## src/rtl/uart_hex_rx.sv

```systemverilog
// rtl/uart_hex_rx.sv - 8N1 UART receiver with ASCII-hex line decoder (16-bit word per CR/LF line)
// Optional terminal echo outputs are enabled by defining UART_HEX_RX_ECHO_EN.
module uart_hex_rx #(
   parameter int CLKS_PER_BIT = 868,
   parameter int MAX_DIGITS   = 4
) (
   input  logic        clk,
   input  logic        reset,
   input  logic        uart_rx,
   output logic [15:0] value,
   output logic        value_valid,
   output logic        line_err,
   output logic        echo_req,
   output logic [7:0]  echo_data
);
   localparam int CW       = $clog2(CLKS_PER_BIT);
   localparam int HALF     = CLKS_PER_BIT / 2;
   localparam int CNT_W    = $clog2(MAX_DIGITS + 1);
   localparam int ACC_BITS = (MAX_DIGITS >= 4) ? 16 : 4 * MAX_DIGITS;
   localparam logic [15:0] ACC_MASK = 16'((33'h1 << ACC_BITS) - 33'h1);

   typedef enum logic [1:0] {S_IDLE, S_START, S_DATA, S_STOP} state_t;

   state_t            state_q, state_d;
   logic              rx_meta_q, rxs_q;
   logic [CW-1:0]     cnt_q, cnt_d;
   logic [2:0]        bit_q, bit_d;
   logic [7:0]        sh_q, sh_d;
   logic              stop_wait_q, stop_wait_d;
   logic              byte_stb_q, byte_stb_d;
   logic [15:0]       acc_q, acc_d;
   logic [CNT_W-1:0]  count_q, count_d;
   logic              discard_q, discard_d;
   logic [15:0]       value_q, value_d;
   logic              value_valid_q, value_valid_d;
   logic              line_err_q, line_err_d;
   logic              stop_ok;

   function automatic logic is_hex(input logic [7:0] c);
      return (c >= 8'h30 && c <= 8'h39) || (c >= 8'h41 && c <= 8'h46) ||
             (c >= 8'h61 && c <= 8'h66);
   endfunction

   // Letters 'A'-'F' and 'a'-'f' both carry 1..6 in their low nibble.
   function automatic logic [3:0] hex_nib(input logic [7:0] c);
      return (c <= 8'h39) ? c[3:0] : c[3:0] + 4'd9;
   endfunction

   always_comb begin
      state_d       = state_q;
      cnt_d         = cnt_q;
      bit_d         = bit_q;
      sh_d          = sh_q;
      stop_wait_d   = stop_wait_q;
      byte_stb_d    = 1'b0;
      acc_d         = acc_q;
      count_d       = count_q;
      discard_d     = discard_q;
      value_d       = value_q;
      value_valid_d = 1'b0;
      line_err_d    = 1'b0;
      stop_ok       = 1'b0;

      case (state_q)
         S_IDLE: begin
            if (!rxs_q) begin
               state_d = S_START;
               cnt_d   = '0;
            end
         end
         S_START: begin
            if (cnt_q == CW'(HALF - 1)) begin
               cnt_d   = '0;
               bit_d   = '0;
               state_d = rxs_q ? S_IDLE : S_DATA;
            end else begin
               cnt_d = cnt_q + 1'b1;
            end
         end
         S_DATA: begin
            if (cnt_q == CW'(CLKS_PER_BIT - 1)) begin
               cnt_d = '0;
               sh_d  = {rxs_q, sh_q[7:1]};
               bit_d = bit_q + 1'b1;
               if (bit_q == 3'd7) state_d = S_STOP;
            end else begin
               cnt_d = cnt_q + 1'b1;
            end
         end
         default: begin
            if (stop_wait_q) begin
               if (rxs_q) begin
                  stop_wait_d = 1'b0;
                  state_d     = S_IDLE;
               end
            end else if (cnt_q == CW'(CLKS_PER_BIT - 1)) begin
               cnt_d = '0;
               if (rxs_q) begin
                  stop_ok    = 1'b1;
                  byte_stb_d = 1'b1;
                  state_d    = S_IDLE;
               end else begin
                  // Framing error: drop the byte and the rest of the line.
                  stop_wait_d = 1'b1;
                  line_err_d  = 1'b1;
                  discard_d   = 1'b1;
                  acc_d       = '0;
                  count_d     = '0;
               end
            end else begin
               cnt_d = cnt_q + 1'b1;
            end
         end
      endcase

      if (byte_stb_q) begin
         if (sh_q == 8'h0D || sh_q == 8'h0A) begin
            if (!discard_q && count_q != '0) begin
               value_d       = acc_q;
               value_valid_d = 1'b1;
            end
            discard_d = 1'b0;
            acc_d     = '0;
            count_d   = '0;
         end else if (!discard_q) begin
            if (is_hex(sh_q)) begin
               acc_d = {acc_q[11:0], hex_nib(sh_q)} & ACC_MASK;
               if (count_q < CNT_W'(MAX_DIGITS)) count_d = count_q + 1'b1;
            end else if (sh_q == 8'h78 || sh_q == 8'h58) begin
               acc_d   = '0;
               count_d = '0;
            end else if (sh_q != 8'h20) begin
               line_err_d = 1'b1;
               discard_d  = 1'b1;
               acc_d      = '0;
               count_d    = '0;
            end
         end
      end
   end

   always_ff @(posedge clk) begin
      if (reset) begin
         rx_meta_q     <= 1'b1;
         rxs_q         <= 1'b1;
         state_q       <= S_IDLE;
         cnt_q         <= '0;
         bit_q         <= '0;
         sh_q          <= '0;
         stop_wait_q   <= 1'b0;
         byte_stb_q    <= 1'b0;
         acc_q         <= '0;
         count_q       <= '0;
         discard_q     <= 1'b0;
         value_q       <= '0;
         value_valid_q <= 1'b0;
         line_err_q    <= 1'b0;
      end else begin
         rx_meta_q     <= uart_rx;
         rxs_q         <= rx_meta_q;
         state_q       <= state_d;
         cnt_q         <= cnt_d;
         bit_q         <= bit_d;
         sh_q          <= sh_d;
         stop_wait_q   <= stop_wait_d;
         byte_stb_q    <= byte_stb_d;
         acc_q         <= acc_d;
         count_q       <= count_d;
         discard_q     <= discard_d;
         value_q       <= value_d;
         value_valid_q <= value_valid_d;
         line_err_q    <= line_err_d;
      end
   end

   assign value       = value_q;
   assign value_valid = value_valid_q;
   assign line_err    = line_err_q;

`ifdef UART_HEX_RX_ECHO_EN
   logic       echo_req_q;
   logic [7:0] echo_data_q;

   always_ff @(posedge clk) begin
      if (reset) begin
         echo_req_q  <= 1'b0;
         echo_data_q <= '0;
      end else begin
         echo_req_q <= stop_ok;
         if (stop_ok) echo_data_q <= sh_q;
      end
   end

   assign echo_req  = echo_req_q;
   assign echo_data = echo_data_q;
`else
   assign echo_req  = 1'b0;
   assign echo_data = 8'h00;
`endif

endmodule

```

## config.mk

```make
export PLATFORM = sky130hd
export DESIGN_NAME = uart_hex_rx
export DESIGN_NICKNAME = d
export VERILOG_FILES = /design/src/rtl/uart_hex_rx.sv
export SDC_FILE = /design/constraint.sdc
export NUM_CORES = 1
export LEC_CHECK = 0
export BUFFER_PORTS_ARGS = -buffer_cell sky130_fd_sc_hd__buf_2
export CORE_ASPECT_RATIO = 0.9
export CORE_MARGIN = 1.5
export CORE_UTILIZATION = 50
export CTS_CLUSTER_DIAMETER = 200
export DETAILED_ROUTE_END_ITERATION = 7
export PLACE_DENSITY = 0.68
export SYNTH_ARGS = -nofsm -noshare
export SYNTH_HDL_FRONTEND = slang
export SYNTH_SLANG_ARGS = --single-unit
export TNS_END_PERCENT = 10
```

## constraint.sdc

```tcl
create_clock -name clk -period 6.74 [get_ports clk]
set_input_delay 0.674 -clock clk [delete_from_list [all_inputs] [get_ports clk]]
set_output_delay 0.674 -clock clk [all_outputs]
set_load 0.01 [all_outputs]
```

## Word level (Yosys, flattened, before mapping)

Cells that the tools add are included.

| cells by class | value |
|---|---|
| multiplexer cells | 62 |
| equality and inequality tests | 15 |
| bitwise logic cells | 3 |
| order comparisons | 7 |
| reductions and logical operators | 21 |
| add/sub/neg operators | 4 |

Operators with widths:

| kind | number |
|---|---|
| 2-to-1 mux 16 bit | 10 |
| 2-to-1 mux 10 bit | 4 |
| 2-to-1 mux 3 bit | 13 |
| case mux 10 bit (3 select lines) | 1 |
| 2-to-1 mux 1 bit | 23 |
| equality test 8 x 4 -> 1 bit (second input constant) | 2 |
| equality test 8 x 7 -> 1 bit (second input constant) | 2 |
| greater-or-equal comparator 8 x 7 -> 1 bit (second input constant) | 2 |
| less-or-equal comparator 8 x 7 -> 1 bit (second input constant) | 2 |
| 2-to-1 mux 2 bit | 8 |
| adder 10 x 1 -> 10 bit (second input constant) | 1 |
| equality test 10 bit (second input constant) | 1 |
| equality test 10 x 9 -> 1 bit (second input constant) | 1 |
| greater-or-equal comparator 8 x 6 -> 1 bit (second input constant) | 1 |
| less-or-equal comparator 8 x 6 -> 1 bit (second input constant) | 1 |
| != test 2 bit (second input constant) | 4 |
| != test 8 x 6 -> 1 bit (second input constant) | 1 |
| adder 3 x 1 -> 3 bit (second input constant) | 2 |
| case mux 2 bit (3 select lines) | 1 |
| case mux 3 bit (2 select lines) | 1 |
| AND reduction 3 bit | 2 |
| OR reduction 3 bit | 2 |
| OR reduction 6 bit | 1 |
| AND reduction 5 bit | 1 |
| 16 further kinds | 25 |

| storage, ports and cells | value |
|---|---|
| output and inout bits | 27 |
| flip-flop bits (word level) | 65 |
| bits of input ports | 3 |
| logic and storage cells | 126 |

## Logic depth before layout (Yosys ltp)

| logic depth | value |
|---|---|
| depth after elaboration | 10 |
| mapped depth | 8 |
| gate-level depth less buffers | 7 |

## Worst setup path before layout

Ideal clock, no wire load.

| path | value |
|---|---|
| path type | reg2reg |
| from | register sh_q[0] |
| to | register line_err_q (netlist: line_err) |
| period minus slack after synthesis | 2.274 ns |
| cell stages (with the launch flop) | 8 |
| buffers on the path | 0 |
| required time | 6.669 ns |
| arrival time | 2.203 ns |
| slack | 4.466 ns |
| library setup time | 0.071 ns |
| path through | dfxtp_1 inv_1 ha_1 or4b_1 a32o_1 and2_4 or4_1 a21oi_1 |

| between the ends | value |
|---|---|
| word-level cells in the longest chain between the ends | 8 |
| elaborated cells between the ends (all ways) | 24 |
| classes of those cells | 6 x order compare; 5 x eq/ne; 6 x mux; 7 x reduce/logical |

Ends and longest elaborated chain:

| what | RTL line | RTL |
|---|---|---|
| from (decl) | 28 | `logic [7:0] sh_q, sh_d;` |
| from (signal assigned) | 149 | `sh_q <= '0;` |
| from (signal assigned) | 164 | `sh_q <= sh_d;` |
| greater-or-equal comparator 8 x 6 -> 1 bit (tied with other cells) | 40 | `return (c >= 8'h30 && c <= 8'h39) \|\| (c >= 8'h41 && c <= 8'h46) \|\|` |
| logical AND 1 bit | 40 |  |
| logical OR 1 bit (2 in a row) | 40 |  |
| 2-to-1 mux 1 bit | 126 | `if (is_hex(sh_q)) begin` |
| 2-to-1 mux 1 bit | 125 | `end else if (!discard_q) begin` |
| 2-to-1 mux 1 bit * | 117 | `if (sh_q == 8'h0D \|\| sh_q == 8'h0A) begin` |
| 2-to-1 mux 1 bit * | 116 | `if (byte_stb_q) begin` |
| to (signal assigned) | 172 | `line_err_q <= line_err_d;` |
| to (decl) | 36 | `logic line_err_q, line_err_d;` |

Every way passes the cells marked *; elsewhere a longest branch is shown, timed or not.
A chain may end at the register's enable or synchronous reset.

## Worst setup path after layout

| path | value |
|---|---|
| from | register sh_q[1] |
| to | register acc_q[0] |

| between the ends | value |
|---|---|
| word-level cells in the longest chain between the ends | 8 |
| elaborated cells between the ends (all ways) | 25 |
| classes of those cells | 6 x order compare; 5 x eq/ne; 7 x mux; 7 x reduce/logical |

Ends and longest elaborated chain:

| what | RTL line | RTL |
|---|---|---|
| greater-or-equal comparator 8 x 6 -> 1 bit (tied with other cells) | 40 |  |
| logical AND 1 bit | 40 |  |
| logical OR 1 bit (2 in a row) | 40 |  |
| 2-to-1 mux 16 bit | 126 |  |
| 2-to-1 mux 16 bit | 125 |  |
| 2-to-1 mux 16 bit * | 117 |  |
| 2-to-1 mux 16 bit * | 116 |  |
| to (signal assigned) | 152 | `acc_q <= '0;` |
| to (signal assigned) | 167 | `acc_q <= acc_d;` |
| to (decl) | 31 | `logic [15:0] acc_q, acc_d;` |

Marked as above.

==> run_results.csv <==
group,metric,value,unit
outcome,status,"completed",
critical_path,crit_arrival,3.01,ns
floorplanning,initial_core_util,0.522,
placement,gp_congestion,0.822,
global_route,grt_pass1_wl,10.1,mm
sta,fin_tns_setup,0,ns
critical_path,critPathCaptureType,"flop",
power,power_frac_seq,0.498,
sta,maxSlewHeadroom,0.231,
floorplanning,chipHeight,76.3,um
critical_path,cp_cell_sequence,"inv_1 -> ha_1 -> mux2_2 -> and3_4 -> a21o_1 -> a221oi_2 -> a22o_1",
critical_path,critPathMaxStageDelay,0.94,ns
yosys,synth_cells,321,
sta,holdWs,0.426,ns
critical_path,startpoint_type,"flop",
floorplanning,pin_count,30,
floorplanning,design.core.area,5730,um2
sta,period_minus_slack,2.72,ns
sta,rsz0062_at_grt,"no",
clock_tree,post_cts_buffers,0,
power,vdd_ir_drop_max,0.000150,V
clock_tree,path_clk_slew,0.07,ns
clock_tree,cts_buffers,9,
critical_path,cp.required,7.02,ns
yosys,synth_edf_count,0,
power,switching_share,0.218,
clock_tree,hold_buffers,0,
drt,via_count,2306,
yosys,syn_area,2990,um2
drt,routedWlPerCell,14.0,um
yosys,synthSimpleGateAreaFrac,0.215,
global_route,grt_usage,0.195,
sta,hold_viol_final,0,
finish,multi_input_area,1550,um2
finish,antennaDiodeCount,0,
yosys,synth_top_family_by_area,"simple AND/OR/NAND/NOR gates",
critical_path,reg2regPathDepth,7,
finish,num-fill-cells,522,
power,p_leak,1.27,nW
clock_tree,cts_tree,"built",
floorplanning,dieArea,6450,um2
drt,drcViolationCount,0,
power,p_switching,0.000170,W
clock_tree,h-tree-depth,3,
sta,finalCritPeriodShare,0.404,
global_route,gr-total-overflow,0,
power,internal_power,0.000610,W
critical_path,reg2reg_slack,4.02,ns
critical_path,critPathBufInv,1,
yosys,synth_fa_ha_area_frac,0.0419,
critical_path,cpLargestDelayFamily,"compound AO/OA/AOI/OAI gates",
sta,final_max_slew_viol_count,0,
power,clock_power_share,0.479,
worst_hold_path,holdPathStages,1,
critical_path,cpMaxStageDelayCell,"a221oi_2",
drt,drtIter0Drc,137,
clock_tree,cts_root_buf,"clkbuf_8",
yosys,synth_compound_area_frac,0.156,
worst_hold_path,hold_path.class,"reg2reg",
critical_path,worstPathMaxFanout,16,
yosys,yosysUniqueCellTypes,50,
sta,worst_pin_slew,1.12,ns
placement,port_buffers,20,
yosys,async_flop_share,0,
floorplanning,row_count,26,
drt,avgViaCountPerCell,5.58,
yosys,syn_avg_cell_area,9.31,um2
flow_run,maxCapViolations,0,
clock_tree,cts_buffer_depth,2,
floorplanning,die_x,84.5,um
global_route,grt_max_degree,40,
yosys,synth-seq-cells,65,
sta,setup_viol,0,
yosys,synthXorXnorAreaFrac,0.0293,
drt,dr.pass1.iters,4,
finish,syn2layout_area_growth,10.5,%
finish,fin_area,3300,um2
critical_path,criticalPathCategory,"reg2reg",
sta,max_freq,367,MHz
placement,hpwl,3.94,mm
placement,dpl_cell_area,3060,um2
sta,fin_worst_skew,0.00765,ns
power,combPwrFrac,0.023,
global_route,antenna_found_initial,0,
clock_tree,clock_latency,0.34,ns
global_route,grt_pass1_vias,2162,
power,power_density,236,nW/um2
finish,regArea,1300,um2
yosys,synth_flop_cell,"dfxtp_1",
yosys,synth_mux_area_frac,0.0649,
clock_tree,cts_resized,0,
clock_tree,cts_sinks,65,
finish,drive_gt1_frac,0.143,
finish,nets,351,
critical_path,path_depth,7,
drt,wirelength,5.78,mm
yosys,ys_warn_count,0,
drt,ant_nets,0,
yosys,seq_area_frac_synth,0.436,
## power groups by stage
stage / clock (W) / sequential [W] / combinational, W
finish: 0.000374 / 0.000388 / 0.0000179
detailed placement: 0 / 0.000397 / 0.0000179
CTS: 0.000383 / 0.000388 / 0.0000180
floorplan: 0 / 0.000397 / 0.0000186
global placement: 0 / 0.000397 / 0.0000179
global route: 0.000397 / 0.000389 / 0.0000205
## final cells by class
cell class                 count  share of cell area
tap                           70              0.0265
sequential                    65               0.394
clock inverter                 6              0.0277
multi-input combinational    234               0.469
clock buffer                  10              0.0417
timing repair buffer          21              0.0326
inverter                       7             0.00796
## Yosys cell counts (4+ instances only)
master / n / area share
a21oi_1: 20 / 0.034
nor4bb_1: 4 / 0.013
mux2i_1: 16 / 0.054
o21ai_0: 8 / 0.013
xor2_1: 7 / 0.021
ha_1: 10 / 0.042
nor3b_1: 4 / 0.010
nand4_1: 6 / 0.013
nor2b_1: 6 / 0.013
dfxtp_1: 65 / 0.44
a22o_1: 16 / 0.047
a21o_1: 4 / 0.010
clkbuf_1: 8 / 0.010
and3_1: 5 / 0.010
nor2_1: 33 / 0.041
and2_1: 4 / 0.0084
buf_4: 12 / 0.030
inv_1: 7 / 0.0088
nand2_1: 21 / 0.026
nand3_1: 19 / 0.032
## placed cells by master, fill, tap and decap left out, types with 5 or more instances in the layout
cell,netlist,routed
a21oi_1,20,20
a22o_1,16,16
and3_1,5,5
buf_2,2,20
clkbuf_8,0,10
conb_1,1,9
dfxtp_1,65,65
ha_1,10,10
inv_1,7,7
mux2i_1,16,16
nand2_1,21,21
nand3_1,19,19
nand4_1,6,6
nor2_1,33,33
nor2b_1,6,6
o21ai_0,8,8
xor2_1,7,7
## routing by layer
metal | track usage | up-vias | part of all wire
met5 | 0 | - | 0
met4 | 0.0726 | 0 | 0.019
met3 | 0.0563 | 13 | 0.028
met2 | 0.287 | 38 | 0.43
met1 | 0.272 | 1086 | 0.52
li1 | - | 1169 | -
## worst reg2reg max path, stage by stage (launching register included)
cell and delay [ns]:
dfxtp_1 0.46, inv_1 0.10, ha_1 0.25, mux2_2 0.31
and3_4 0.17, a21o_1 0.18, a221oi_2 0.94, a22o_1 0.27
## logic make-up after synthesis
logic type | after synthesis
buf+inv | 30
mux | 19
other cells | 1
simple gates | 120
flops | 65
fa+ha+maj | 10
compound gates | 66
xor+xnor | 10
## sequential cells by signal, summed over array words and instances, names as in the netlist
signal	count
acc_q	16
bit_q	3
byte_stb_q	1
cnt_q	10
count_q	3
discard_q	1
line_err	1
rx_meta_q	1
rxs_q	1
sh_q	8
state_q	2
stop_wait_q	1
value	16
value_valid	1
## final timing paths
path | startpoint | endpoint
setup / recovery | sh_q[1]$_SDFFE_PP0P_ | acc_q[0]$_SDFF_PP0_
setup reg to reg | sh_q[1]$_SDFFE_PP0P_ | acc_q[0]$_SDFF_PP0_
hold / removal | rx_meta_q$_SDFF_PP1_ | rxs_q$_SDFF_PP1_
hold reg to reg | rx_meta_q$_SDFF_PP1_ | rxs_q$_SDFF_PP1_
## stage by stage
stage | util | cells | setup slack [ns] | power, W
after floorplan | - | 329 | 4.47 | 0.000415
after global placement | 0.535 | 396 | 4.02 | 0.000415
after detailed placement | 0.535 | 396 | 3.94 | 0.000415
after CTS | 0.575 | 412 | 3.95 | 0.000789
after global routing | 0.576 | 413 | 3.82 | 0.000806
final | 0.576 | 413 | 4.02 | 0.000780
Power figures use the tool's default switching activity.
